[src/rtl/freq_display_pkg.sv]
// -----------------------------------------------------------------------------
// freq_display_pkg
// Shared definitions for the frequency display slice: binary/BCD widths,
// conversion FSM state encoding and seven-segment glyph codes.
// No ports (package).
// -----------------------------------------------------------------------------
package freq_display_pkg;

  // Binary input width and number of BCD digits needed to hold 2^34-1.
  localparam int BIN_W       = 34;
  localparam int BCD_DIGITS  = 11;
  localparam int BCD_W       = 4 * BCD_DIGITS;
  localparam int CONV_CYCLES = BIN_W;

  typedef enum logic {
    IDLE = 1'b0,
    CONV = 1'b1
  } conv_state_e;

  // Segment codes, bit order g..a, active-high.
  localparam logic [6:0] SEG_0     = 7'h3F;
  localparam logic [6:0] SEG_1     = 7'h06;
  localparam logic [6:0] SEG_2     = 7'h5B;
  localparam logic [6:0] SEG_3     = 7'h4F;
  localparam logic [6:0] SEG_4     = 7'h66;
  localparam logic [6:0] SEG_5     = 7'h6D;
  localparam logic [6:0] SEG_6     = 7'h7D;
  localparam logic [6:0] SEG_7     = 7'h07;
  localparam logic [6:0] SEG_8     = 7'h7F;
  localparam logic [6:0] SEG_9     = 7'h6F;
  localparam logic [6:0] SEG_BLANK = 7'h00;

  // Map one BCD digit to its glyph; non-decimal codes render blank.
  function automatic logic [6:0] seg_code(input logic [3:0] digit);
    logic [6:0] code;
    case (digit)
      4'd0:    code = SEG_0;
      4'd1:    code = SEG_1;
      4'd2:    code = SEG_2;
      4'd3:    code = SEG_3;
      4'd4:    code = SEG_4;
      4'd5:    code = SEG_5;
      4'd6:    code = SEG_6;
      4'd7:    code = SEG_7;
      4'd8:    code = SEG_8;
      4'd9:    code = SEG_9;
      default: code = SEG_BLANK;
    endcase
    return code;
  endfunction

endpackage

[src/rtl/freq_display_bin2bcd_seq.sv]
// -----------------------------------------------------------------------------
// bin2bcd_seq
// Sequential double-dabble converter. Whenever the input differs from the
// last converted value it runs one 34-cycle conversion and then publishes the
// 11-digit result to a holding register, which keeps the old value meanwhile.
// Ports:
//   sys_clk   - clock
//   sys_rst_n - asynchronous active-low reset
//   bin_i     - binary value to convert
//   bcd_o     - last completed BCD result (digit 10 in the top nibble)
//   busy_o    - high while a conversion is running
// -----------------------------------------------------------------------------
module bin2bcd_seq
  import freq_display_pkg::*;
(
  input  logic             sys_clk,
  input  logic             sys_rst_n,
  input  logic [BIN_W-1:0] bin_i,
  output logic [BCD_W-1:0] bcd_o,
  output logic             busy_o
);

  conv_state_e      state_q, state_d;
  logic [BIN_W-1:0] freq_last_q, freq_last_d;
  logic [BIN_W-1:0] bin_q, bin_d;
  logic [BCD_W-1:0] acc_q, acc_d;
  logic [BCD_W-1:0] adj;
  logic [5:0]       cnt_q, cnt_d;
  logic [BCD_W-1:0] bcd_disp_q, bcd_disp_d;

  always_ff @(posedge sys_clk or negedge sys_rst_n) begin
    if (!sys_rst_n) begin
      state_q     <= IDLE;
      freq_last_q <= '0;
      bin_q       <= '0;
      acc_q       <= '0;
      cnt_q       <= '0;
      bcd_disp_q  <= '0;
    end else begin
      state_q     <= state_d;
      freq_last_q <= freq_last_d;
      bin_q       <= bin_d;
      acc_q       <= acc_d;
      cnt_q       <= cnt_d;
      bcd_disp_q  <= bcd_disp_d;
    end
  end

  always_comb begin
    state_d     = state_q;
    freq_last_d = freq_last_q;
    bin_d       = bin_q;
    acc_d       = acc_q;
    cnt_d       = cnt_q;
    bcd_disp_d  = bcd_disp_q;

    // Add-3 correction so that the following left shift carries correctly
    // from one decimal digit into the next.
    adj = acc_q;
    for (int n = 0; n < BCD_DIGITS; n++) begin
      if (acc_q[4*n +: 4] >= 4'd5) begin
        adj[4*n +: 4] = acc_q[4*n +: 4] + 4'd3;
      end
    end

    case (state_q)
      IDLE: begin
        if (bin_i != freq_last_q) begin
          state_d     = CONV;
          bin_d       = bin_i;
          freq_last_d = bin_i;
          acc_d       = '0;
          cnt_d       = '0;
        end
      end
      CONV: begin
        {acc_d, bin_d} = {adj[BCD_W-2:0], bin_q, 1'b0};
        cnt_d          = cnt_q + 6'd1;
        if (cnt_q == 6'(CONV_CYCLES - 1)) begin
          state_d    = IDLE;
          bcd_disp_d = acc_d;
        end
      end
      default: state_d = IDLE;
    endcase
  end

  assign bcd_o  = bcd_disp_q;
  assign busy_o = (state_q == CONV);

endmodule

[src/rtl/freq_display.sv]
// -----------------------------------------------------------------------------
// freq_display
// Shows a measured frequency on eight multiplexed seven-segment digits. Values
// below 100 MHz are shown in Hz; larger values are shown in kHz with the
// decimal point of digit 0 lit. Leading zeros are blanked.
// Ports:
//   sys_clk   - 100 MHz clock
//   sys_rst_n - asynchronous active-low reset
//   freq      - measured frequency in Hz
//   an        - digit enables, two digits (i and i+4) active at a time
//   seg0      - segments {dp, g..a} for digits 0..3
//   seg1      - segments {dp, g..a} for digits 4..7
//   conv_busy - BCD conversion in progress
// -----------------------------------------------------------------------------
module freq_display
  import freq_display_pkg::*;
#(
  parameter int CNT_SCAN_MAX = 99_999
) (
  input  logic             sys_clk,
  input  logic             sys_rst_n,
  input  logic [BIN_W-1:0] freq,
  output logic [7:0]       an,
  output logic [7:0]       seg0,
  output logic [7:0]       seg1,
  output logic             conv_busy
);

  localparam int SCAN_W = (CNT_SCAN_MAX > 0) ? $clog2(CNT_SCAN_MAX + 1) : 1;

  logic [BCD_W-1:0]  bcd_disp;
  logic              hz_mode;
  logic              lead_zero;
  logic [3:0]        dig  [8];
  logic [6:0]        code [8];
  logic [SCAN_W-1:0] scan_cnt_q, scan_cnt_d;
  logic [1:0]        idx_q, idx_d;
  logic [7:0]        an_q, an_d;
  logic [7:0]        seg0_q, seg0_d;
  logic [7:0]        seg1_q, seg1_d;

  bin2bcd_seq u_bin2bcd (
    .sys_clk   (sys_clk),
    .sys_rst_n (sys_rst_n),
    .bin_i     (freq),
    .bcd_o     (bcd_disp),
    .busy_o    (conv_busy)
  );

  // Pick the eight visible digits and blank everything above the most
  // significant nonzero one, walking from the top digit downwards.
  always_comb begin
    hz_mode   = (bcd_disp[BCD_W-1:32] == '0);
    lead_zero = 1'b1;
    for (int k = 7; k >= 0; k--) begin
      dig[k]    = hz_mode ? bcd_disp[4*k +: 4] : bcd_disp[4*(k+3) +: 4];
      lead_zero = lead_zero && (dig[k] == 4'd0);
      code[k]   = (lead_zero && (k != 0)) ? SEG_BLANK : seg_code(dig[k]);
    end
  end

  // Scan timing and the next values of the registered display outputs.
  always_comb begin
    scan_cnt_d = scan_cnt_q + SCAN_W'(1);
    idx_d      = idx_q;
    if (scan_cnt_q == SCAN_W'(CNT_SCAN_MAX)) begin
      scan_cnt_d = '0;
      idx_d      = idx_q + 2'd1;
    end
    an_d   = 8'h11 << idx_q;
    seg0_d = {(!hz_mode && (idx_q == 2'd0)), code[{1'b0, idx_q}]};
    seg1_d = {1'b0, code[{1'b1, idx_q}]};
  end

  always_ff @(posedge sys_clk or negedge sys_rst_n) begin
    if (!sys_rst_n) begin
      scan_cnt_q <= '0;
      idx_q      <= '0;
      an_q       <= '0;
      seg0_q     <= '0;
      seg1_q     <= '0;
    end else begin
      scan_cnt_q <= scan_cnt_d;
      idx_q      <= idx_d;
      an_q       <= an_d;
      seg0_q     <= seg0_d;
      seg1_q     <= seg1_d;
    end
  end

  assign an   = an_q;
  assign seg0 = seg0_q;
  assign seg1 = seg1_q;

endmodule
[config.mk]
export PLATFORM = sky130hd
export DESIGN_NAME = freq_display
export DESIGN_NICKNAME = d
export VERILOG_FILES = /design/src/rtl/freq_display_pkg.sv /design/src/rtl/freq_display_bin2bcd_seq.sv /design/src/rtl/freq_display.sv
export SDC_FILE = /design/constraint.sdc
export NUM_CORES = 1
export LEC_CHECK = 0
export CORE_MARGIN = 8
export CORE_UTILIZATION = 66
export CTS_CLUSTER_SIZE = 24
export DETAILED_ROUTE_END_ITERATION = 10
export PLACE_DENSITY_LB_ADDON = 0.08
export SLEW_MARGIN = 25
export SYNTH_ARGS = -nofsm -noshare
export SYNTH_HDL_FRONTEND = slang
export SYNTH_SLANG_ARGS = --single-unit
[constraint.sdc]
create_clock -name sys_clk -period 9.3 [get_ports sys_clk]
set_clock_uncertainty 0.1 [all_clocks]
set_input_delay 1.86 -clock sys_clk [delete_from_list [all_inputs] [get_ports sys_clk]]
set_output_delay 1.86 -clock sys_clk [all_outputs]
set_load 0.05 [all_outputs]
* After elaboration in Yosys (flattened, before gate mapping)
Memories as Yosys holds them, arrays and structs flattened. Cells that the tools add are included. Widths: inputs -> output; s select.
Cells by class: multiplexer cells 42, shift operators 1, add/subtract/negate cells 14, bitwise gates (word level) 3, magnitude comparators 13, reduce and logical (&&, ||, !) cells 19, equal/unequal tests 4
Operators with widths (count):
- $pmux 44 s2 | 1
- $mux 7 | 11
- $mux 4 | 18
- $pmux 34 s2 | 1
- $ge 4x3->1 const B | 11
- $mux 44 | 1
- $bmux 7 s3 | 2
- $add 4x2->4 const B | 10
- $mux 34 | 1
- $ne 34x34->1 | 1
- $logic_not 4->1 | 7
- $add 17x1->17 const B | 1
- $eq 17x17->1 const B | 1
- $mux 17 | 1
- $logic_not 12->1 | 1
- $pmux 6 s2 | 1
- $ge 4x4->1 const B | 2
- $shl 5x2->8 const A | 1
- $logic_and 1x1->1 | 7
- $add 6x1->6 const B | 1
- $eq 6x6->1 const B | 1
- $mux 6 | 1
- $not 2->4 | 1
- $not 3->4 | 1
- 10 further kinds | 12
Storage, ports and cells: flip-flop bits (word level) 205, logic and storage cells 115, ROM bits 896, memories kept 8, input port bits 36
Memories:
- (name not given) | depth 16, bits a word 7, rd ports 1, clocked after Yosys merged registers in 0, write ports 0, line freq_display_pkg.sv:36 | case (digit)
- (name not given) | depth 16, bits a word 7, rd ports 1, clocked after Yosys merged registers in 0, write ports 0, line freq_display_pkg.sv:36
- (name not given) | depth 16, bits a word 7, rd ports 1, clocked after Yosys merged registers in 0, write ports 0, line freq_display_pkg.sv:36
- (name not given) | depth 16, bits a word 7, rd ports 1, clocked after Yosys merged registers in 0, write ports 0, line freq_display_pkg.sv:36
- (name not given) | depth 16, bits a word 7, rd ports 1, clocked after Yosys merged registers in 0, write ports 0, line freq_display_pkg.sv:36
- (name not given) | depth 16, bits a word 7, rd ports 1, clocked after Yosys merged registers in 0, write ports 0, line freq_display_pkg.sv:36
- 2 more memories

* Longest topological paths before layout
word-level depth 13, gate-level depth with buffers 18, gate-level depth less buffers 14

* Modules after synthesis
Synthesis repeated with hierarchy kept, for this count alone.
Unflattened totals: cell total of the unflattened synthesis 1240, area total of the unflattened synthesis 12152.9 µm²
By module, submodules not included:
- bin2bcd_seq | cells each 745, area an instance 8087.8 µm², instances 1
- freq_display | cells each 495, area an instance 4065.1 µm², instances 1

* Least setup slack after synthesis
OpenSTA, ideal clock, no wires.
kind register to register, from register u_bin2bcd.bcd_disp_q[33], in the netlist u_bin2bcd.bcd_o[33], to register seg0_q[2], in the netlist seg0[2], setup slack 5115 ps, path buffers 3, cell stages (with the launch flop) 16, arrival time 3954 ps, required time 9069 ps, path through dfrtp_1 or4_4 or2_4 nor2_8 buf_6 buf_2 buf_2 mux2i_1 ha_1 nand2b_1 nor4_1 nand4_2 a211oi_4 a41oi_2 a221oi_1 a21oi_1
On the way: longest elaborated chain between the ends 13
Ends and longest elaborated chain:
- start, declared | line freq_display_bin2bcd_seq.sv:29 | logic [BCD_W-1:0] bcd_disp_q, bcd_disp_d;
- start signal, assigned | line freq_display_bin2bcd_seq.sv:45 | bcd_disp_q <= bcd_disp_d;
- $logic_not 12->1 | line freq_display.sv:53 | hz_mode = (bcd_disp[BCD_W-1:32] == '0);
- $mux 4 | line freq_display.sv:56 | dig[k] = hz_mode ? bcd_disp[4*k +: 4] : bcd_disp[4*(k+3) +: 4];
- $logic_not 4->1 | line freq_display.sv:57 | lead_zero = lead_zero && (dig[k] == 4'd0);
- $logic_and 1x1->1 (6 in a row) | line freq_display.sv:57
- $mux 7 | line freq_display.sv:58 | code[k] = (lead_zero && (k != 0)) ? SEG_BLANK : seg_code(dig[k]);
- $bmux 7 s3 (*) | line freq_display.sv:71 | seg0_d = {(!hz_mode && (idx_q == 2'd0)), code[{1'b0, idx_q}]};
- $mux 7 (not written as such) (*) (2 in a row) | line freq_display.sv:71
- net seg0_d[2] | line freq_display.sv:39 | logic [7:0] seg0_q, seg0_d;
- end signal, assigned | line freq_display.sv:86 | seg0_q <= seg0_d;
- end, declared | line freq_display.sv:39
Mark *: on every way through the listed nets, which the timed path passes. The rest lies on a longest branch. The select of a mux whose other input is x is not followed. A chain may end at the register's enable or synchronous reset.

* Final worst setup path
from register u_bin2bcd.bcd_disp_q[38], in the netlist u_bin2bcd.bcd_o[38], to register seg0_q[2], in the netlist seg0[2]
The elaborated chain is that of the path after synthesis.

==> impl_summary.log <==
INFO  metric drt_pre_antenna_iters = 7
INFO  metric end_kind = register
INFO  metric buffer_ports.inserted = 59
INFO  metric cp-startpoint = u_bin2bcd.bcd_o[38]
INFO  metric mappedNetlistArea = ~0.012 mm^2
INFO  metric vdd_drop_max = between 100 and 150 uV
INFO  metric nNetsFinal = 1358
INFO  metric cts-hold-fix-buffers = 0
INFO  metric timing.critical_path.cells = or2_4 -> or3_1 -> nor2_8 -> mux2i_1 -> ha_1 -> nand2b_1 -> nor4_1 -> nand4_2 -> a211oi_4 -> a41oi_2 -> a221oi_1 -> a21oi_1
INFO  metric weighted_congestion_at_the_end_of_routability_driven_global_placement = around 0.9
INFO  metric postSynthCellCount = ~1200
INFO  metric post-route-drc-count = 0
INFO  metric clk_path_buf_depth = 3
INFO  metric cts_buffers = 21
INFO  metric grt_pass1_wl = 44710 um
INFO  metric h-tree-depth = 1
INFO  metric fin_area = 0.01317 mm^2
INFO  metric detail_route.wirelength = around 27000 um
INFO  metric critical_path.max_fanout = around 40
INFO  metric finalMaxSlewViolations = 0
INFO  metric total_congestion_overflow = 0
INFO  metric post_cts_buffers = 0
INFO  metric clock_tree.root_cell = sky130_fd_sc_hd__clkbuf_16
INFO  metric yosysWarningCount = 0
INFO  metric dominantRegCellSynth = sky130_fd_sc_hd__dfrtp_1
INFO  metric synthesis.area_per_instance = 9.624 um^2
INFO  metric max_cap_violations = 0
INFO  metric tritoncts_clock_tree = built
INFO  metric rsz_0062_raised_after_global_routing = false
INFO  metric ff2ff_path_depth = 12
INFO  metric die_x = approximately 150 um
INFO  metric fin_tns_setup = 0 ns
INFO  metric route.antenna.remaining_nets = 0
INFO  metric post-dp-hpwl = between 15000 and 20000 um
INFO  metric fin_crit_sh = between 50% and 60%
INFO  metric place_ws = 4.513 ns
INFO  metric powerDensity = 152.7 mW/mm^2
INFO  metric finalHoldViolCount = 0
INFO  metric core_area = ~0.018 mm^2
INFO  metric syn2layout_area_growth = 11.27%
INFO  metric outcome = completed
INFO  metric grt_pass1_vias = between 9000 and 10000
INFO  metric postSynthRegisterBits = 201
INFO  metric drt_first_iter_violations = 476
INFO  metric synth.distinct_cells = 76
INFO  metric timing.critical_path.slowest_stage_cell = sky130_fd_sc_hd__nor2_8
INFO  metric design.die.area = 0.02248 mm^2
INFO  metric yosysTopAreaCellShare = between 40% and 50%
INFO  metric crit_path_category = register to register
INFO  metric drive_above_1_share = approximately a tenth
INFO  metric chipHeight = approximately 150 um
INFO  metric ios = 61
INFO  metric synth_edf_count = 0
INFO  metric clkTransAtPathRegs = ~0.060 ns
INFO  metric dr_total_vias = 9145
INFO  metric relSlewSlack = approximately 40%
INFO  metric number_of_vias_per_cell_after_detailed_routing = approximately 6
INFO  metric final_util = between 70% and 80%
INFO  metric timing_worst_slew_pin_value = approximately 0.90 ns
INFO  metric num_antenna_cells = 0
INFO  metric critical_path.reg2reg.endpoint = seg0[2]
INFO  metric clkLatencyLatePin = ~0.49 ns
INFO  metric crit_required = between 9 and 10 ns
INFO  metric wl_per_cell = 17.87 um
INFO  metric synth_async_sr_flop_share = between 90% and 100%
INFO  metric post-synth-top-count-cell = sky130_fd_sc_hd__dfrtp_1
INFO  metric crit_path_largest_cell_delay = between 0.5 and 0.6 ns
INFO  metric r2r_slack = between 4 and 5 ns
INFO  metric min-delay-path-class = register to register
INFO  metric r2r-start = u_bin2bcd.bcd_o[38]
INFO  metric grt_start_max_net_pins = approximately 130
INFO  metric worst-endpoint-arrival = roughly 4.9 ns
INFO  metric yosys-top-cells-area = sky130_fd_sc_hd__dfrtp_1 42%, sky130_fd_sc_hd__ha_1 7.3%, sky130_fd_sc_hd__o21ai_0 6.2%
INFO  metric clock_sink_count = 201
INFO  metric ys_top_cells_by_count = 201 x sky130_fd_sc_hd__dfrtp_1, 147 x sky130_fd_sc_hd__o21ai_0, 146 x sky130_fd_sc_hd__nand2_1
INFO  metric period_minus_slack = 4.688 ns
INFO  metric postPlaceCellArea = 0.01248 mm^2
INFO  metric track_usage = 24.06%
INFO  metric synth.largest_area_cell = sky130_fd_sc_hd__dfrtp_1
INFO  metric leakagePower = ~5.7 nW
INFO  metric start_util = 66.58%
INFO  metric setup_viol = 0
INFO  metric final.setup.worst_slack = 4.612 ns
INFO  metric post_cts_resize_count = 0
INFO  metric std_cell_rows = 49
INFO  metric yosysSeqAreaShare = 42.49%
INFO  metric maxClockFrequency = roughly 210 MHz
INFO  metric cp-endpoint = seg0[2]
INFO  metric cp-start-kind = register
INFO  metric synth.net_count = between 1000 and 1500
INFO  metric finalPower = just over 2 mW
INFO  metric antenna_found_initial = 0
[worst max-delay path, delay by kind of cell (launching register included)]
family	cells	cell delay, ns
and+or+nand+nor	6	2.06
AOI/OAI and AO/OA	4	1.16
DFF	1	0.46
muxes	1	0.46
adders and majority gates	1	0.28
[cells by family after synthesis]
group / after synthesis / synth area share, %
AND/OR/NAND/NOR: 353 / 14.83
flip-flops: 201 / 42.49
multiplexers: 118 / 10.53
other: 1 / 0.03168
XOR/XNOR: 65 / 4.809
AO/OA/AOI/OAI: 303 / 15.76
adder cells (fa/ha/maj): 69 / 7.293
buffers and inverters: 120 / 4.259
[worst min-delay path by stage]
stage,from,endpoint,slack (ns),cells past startpoint
3_5_place_dp,scan_cnt_q[4],scan_cnt_q[4],0.36,1
5_1_grt,scan_cnt_q[4],scan_cnt_q[4],0.38,1
6_report,scan_cnt_q[4],scan_cnt_q[4],0.37,1
2_1_floorplan,scan_cnt_q[4],scan_cnt_q[4],0.34,1
3_3_place_gp,scan_cnt_q[4],scan_cnt_q[4],0.36,1
4_1_cts,scan_cnt_q[4],scan_cnt_q[4],0.37,1
[layout by cell type, fill, tap and decap left out, types with 44 or more instances in the layout]
cell type / count
sky130_fd_sc_hd__a21oi_1: 55
sky130_fd_sc_hd__clkdlybuf4s50_1: 58
sky130_fd_sc_hd__dfrtp_1: 200
sky130_fd_sc_hd__ha_1: 69
sky130_fd_sc_hd__inv_1: 53
sky130_fd_sc_hd__mux2_2: 50
sky130_fd_sc_hd__mux2i_1: 66
sky130_fd_sc_hd__nand2_1: 146
sky130_fd_sc_hd__nand3_1: 44
sky130_fd_sc_hd__o21ai_0: 147
[routing by layer]
| metal | routed length (um) | track usage [%] | vias up |
|---|---|---|---|
| met5 | 0 | 0 | - |
| li1 | - | - | 4395 |
| met4 | 712 | 7.696 | 0 |
| met3 | 1385 | 3.477 | 62 |
| met1 | 11740 | 32.55 | 4414 |
| met2 | 12880 | 39.26 | 274 |
[sequential cells by signal (all words and copies together), names as in the netlist]
name and cells:
seg1 7, u_bin2bcd.busy_o 1, u_bin2bcd.bin_q 34, u_bin2bcd.bcd_o 44, u_bin2bcd.freq_last_q 34, scan_cnt_q 17, an 4, u_bin2bcd.cnt_q 6
u_bin2bcd.acc_q 44, seg0 8, idx_q 2
[final cells by class]
| type | count | area [um^2] |
|---|---|---|
| clock buffers | 31 | 633.1 |
| clock inverters | 5 | 27.53 |
| fillers | 1366 | 4608 |
| inverters | 55 | 207.7 |
| multi-input cells | 909 | 6325 |
| flip-flops and latches | 201 | 5031 |
| well taps | 229 | 286.5 |
| repair buffers | 65 | 660.6 |
[where the power goes]
| part | internal, mW | switching, mW | leakage, nW |
|---|---|---|---|
| Combinational | 0.109 | 0.142 | 2.83 |
| Clock | 0.469 | 0.331 | 0.328 |
| Sequential | 0.919 | 0.0402 | 2.50 |
[through the flow]
| step | hold WS, ns | std cells |
|---|---|---|
| finish | 0.3684 | 1495 |
| global route | 0.3802 | 1495 |
| CTS | 0.3704 | 1494 |
| detailed placement | 0.3580 | 1458 |
| global placement | 0.3563 | 1458 |
| floorplan | 0.3386 | 1230 |
No activity file was read; power rests on OpenSTA's default activity.
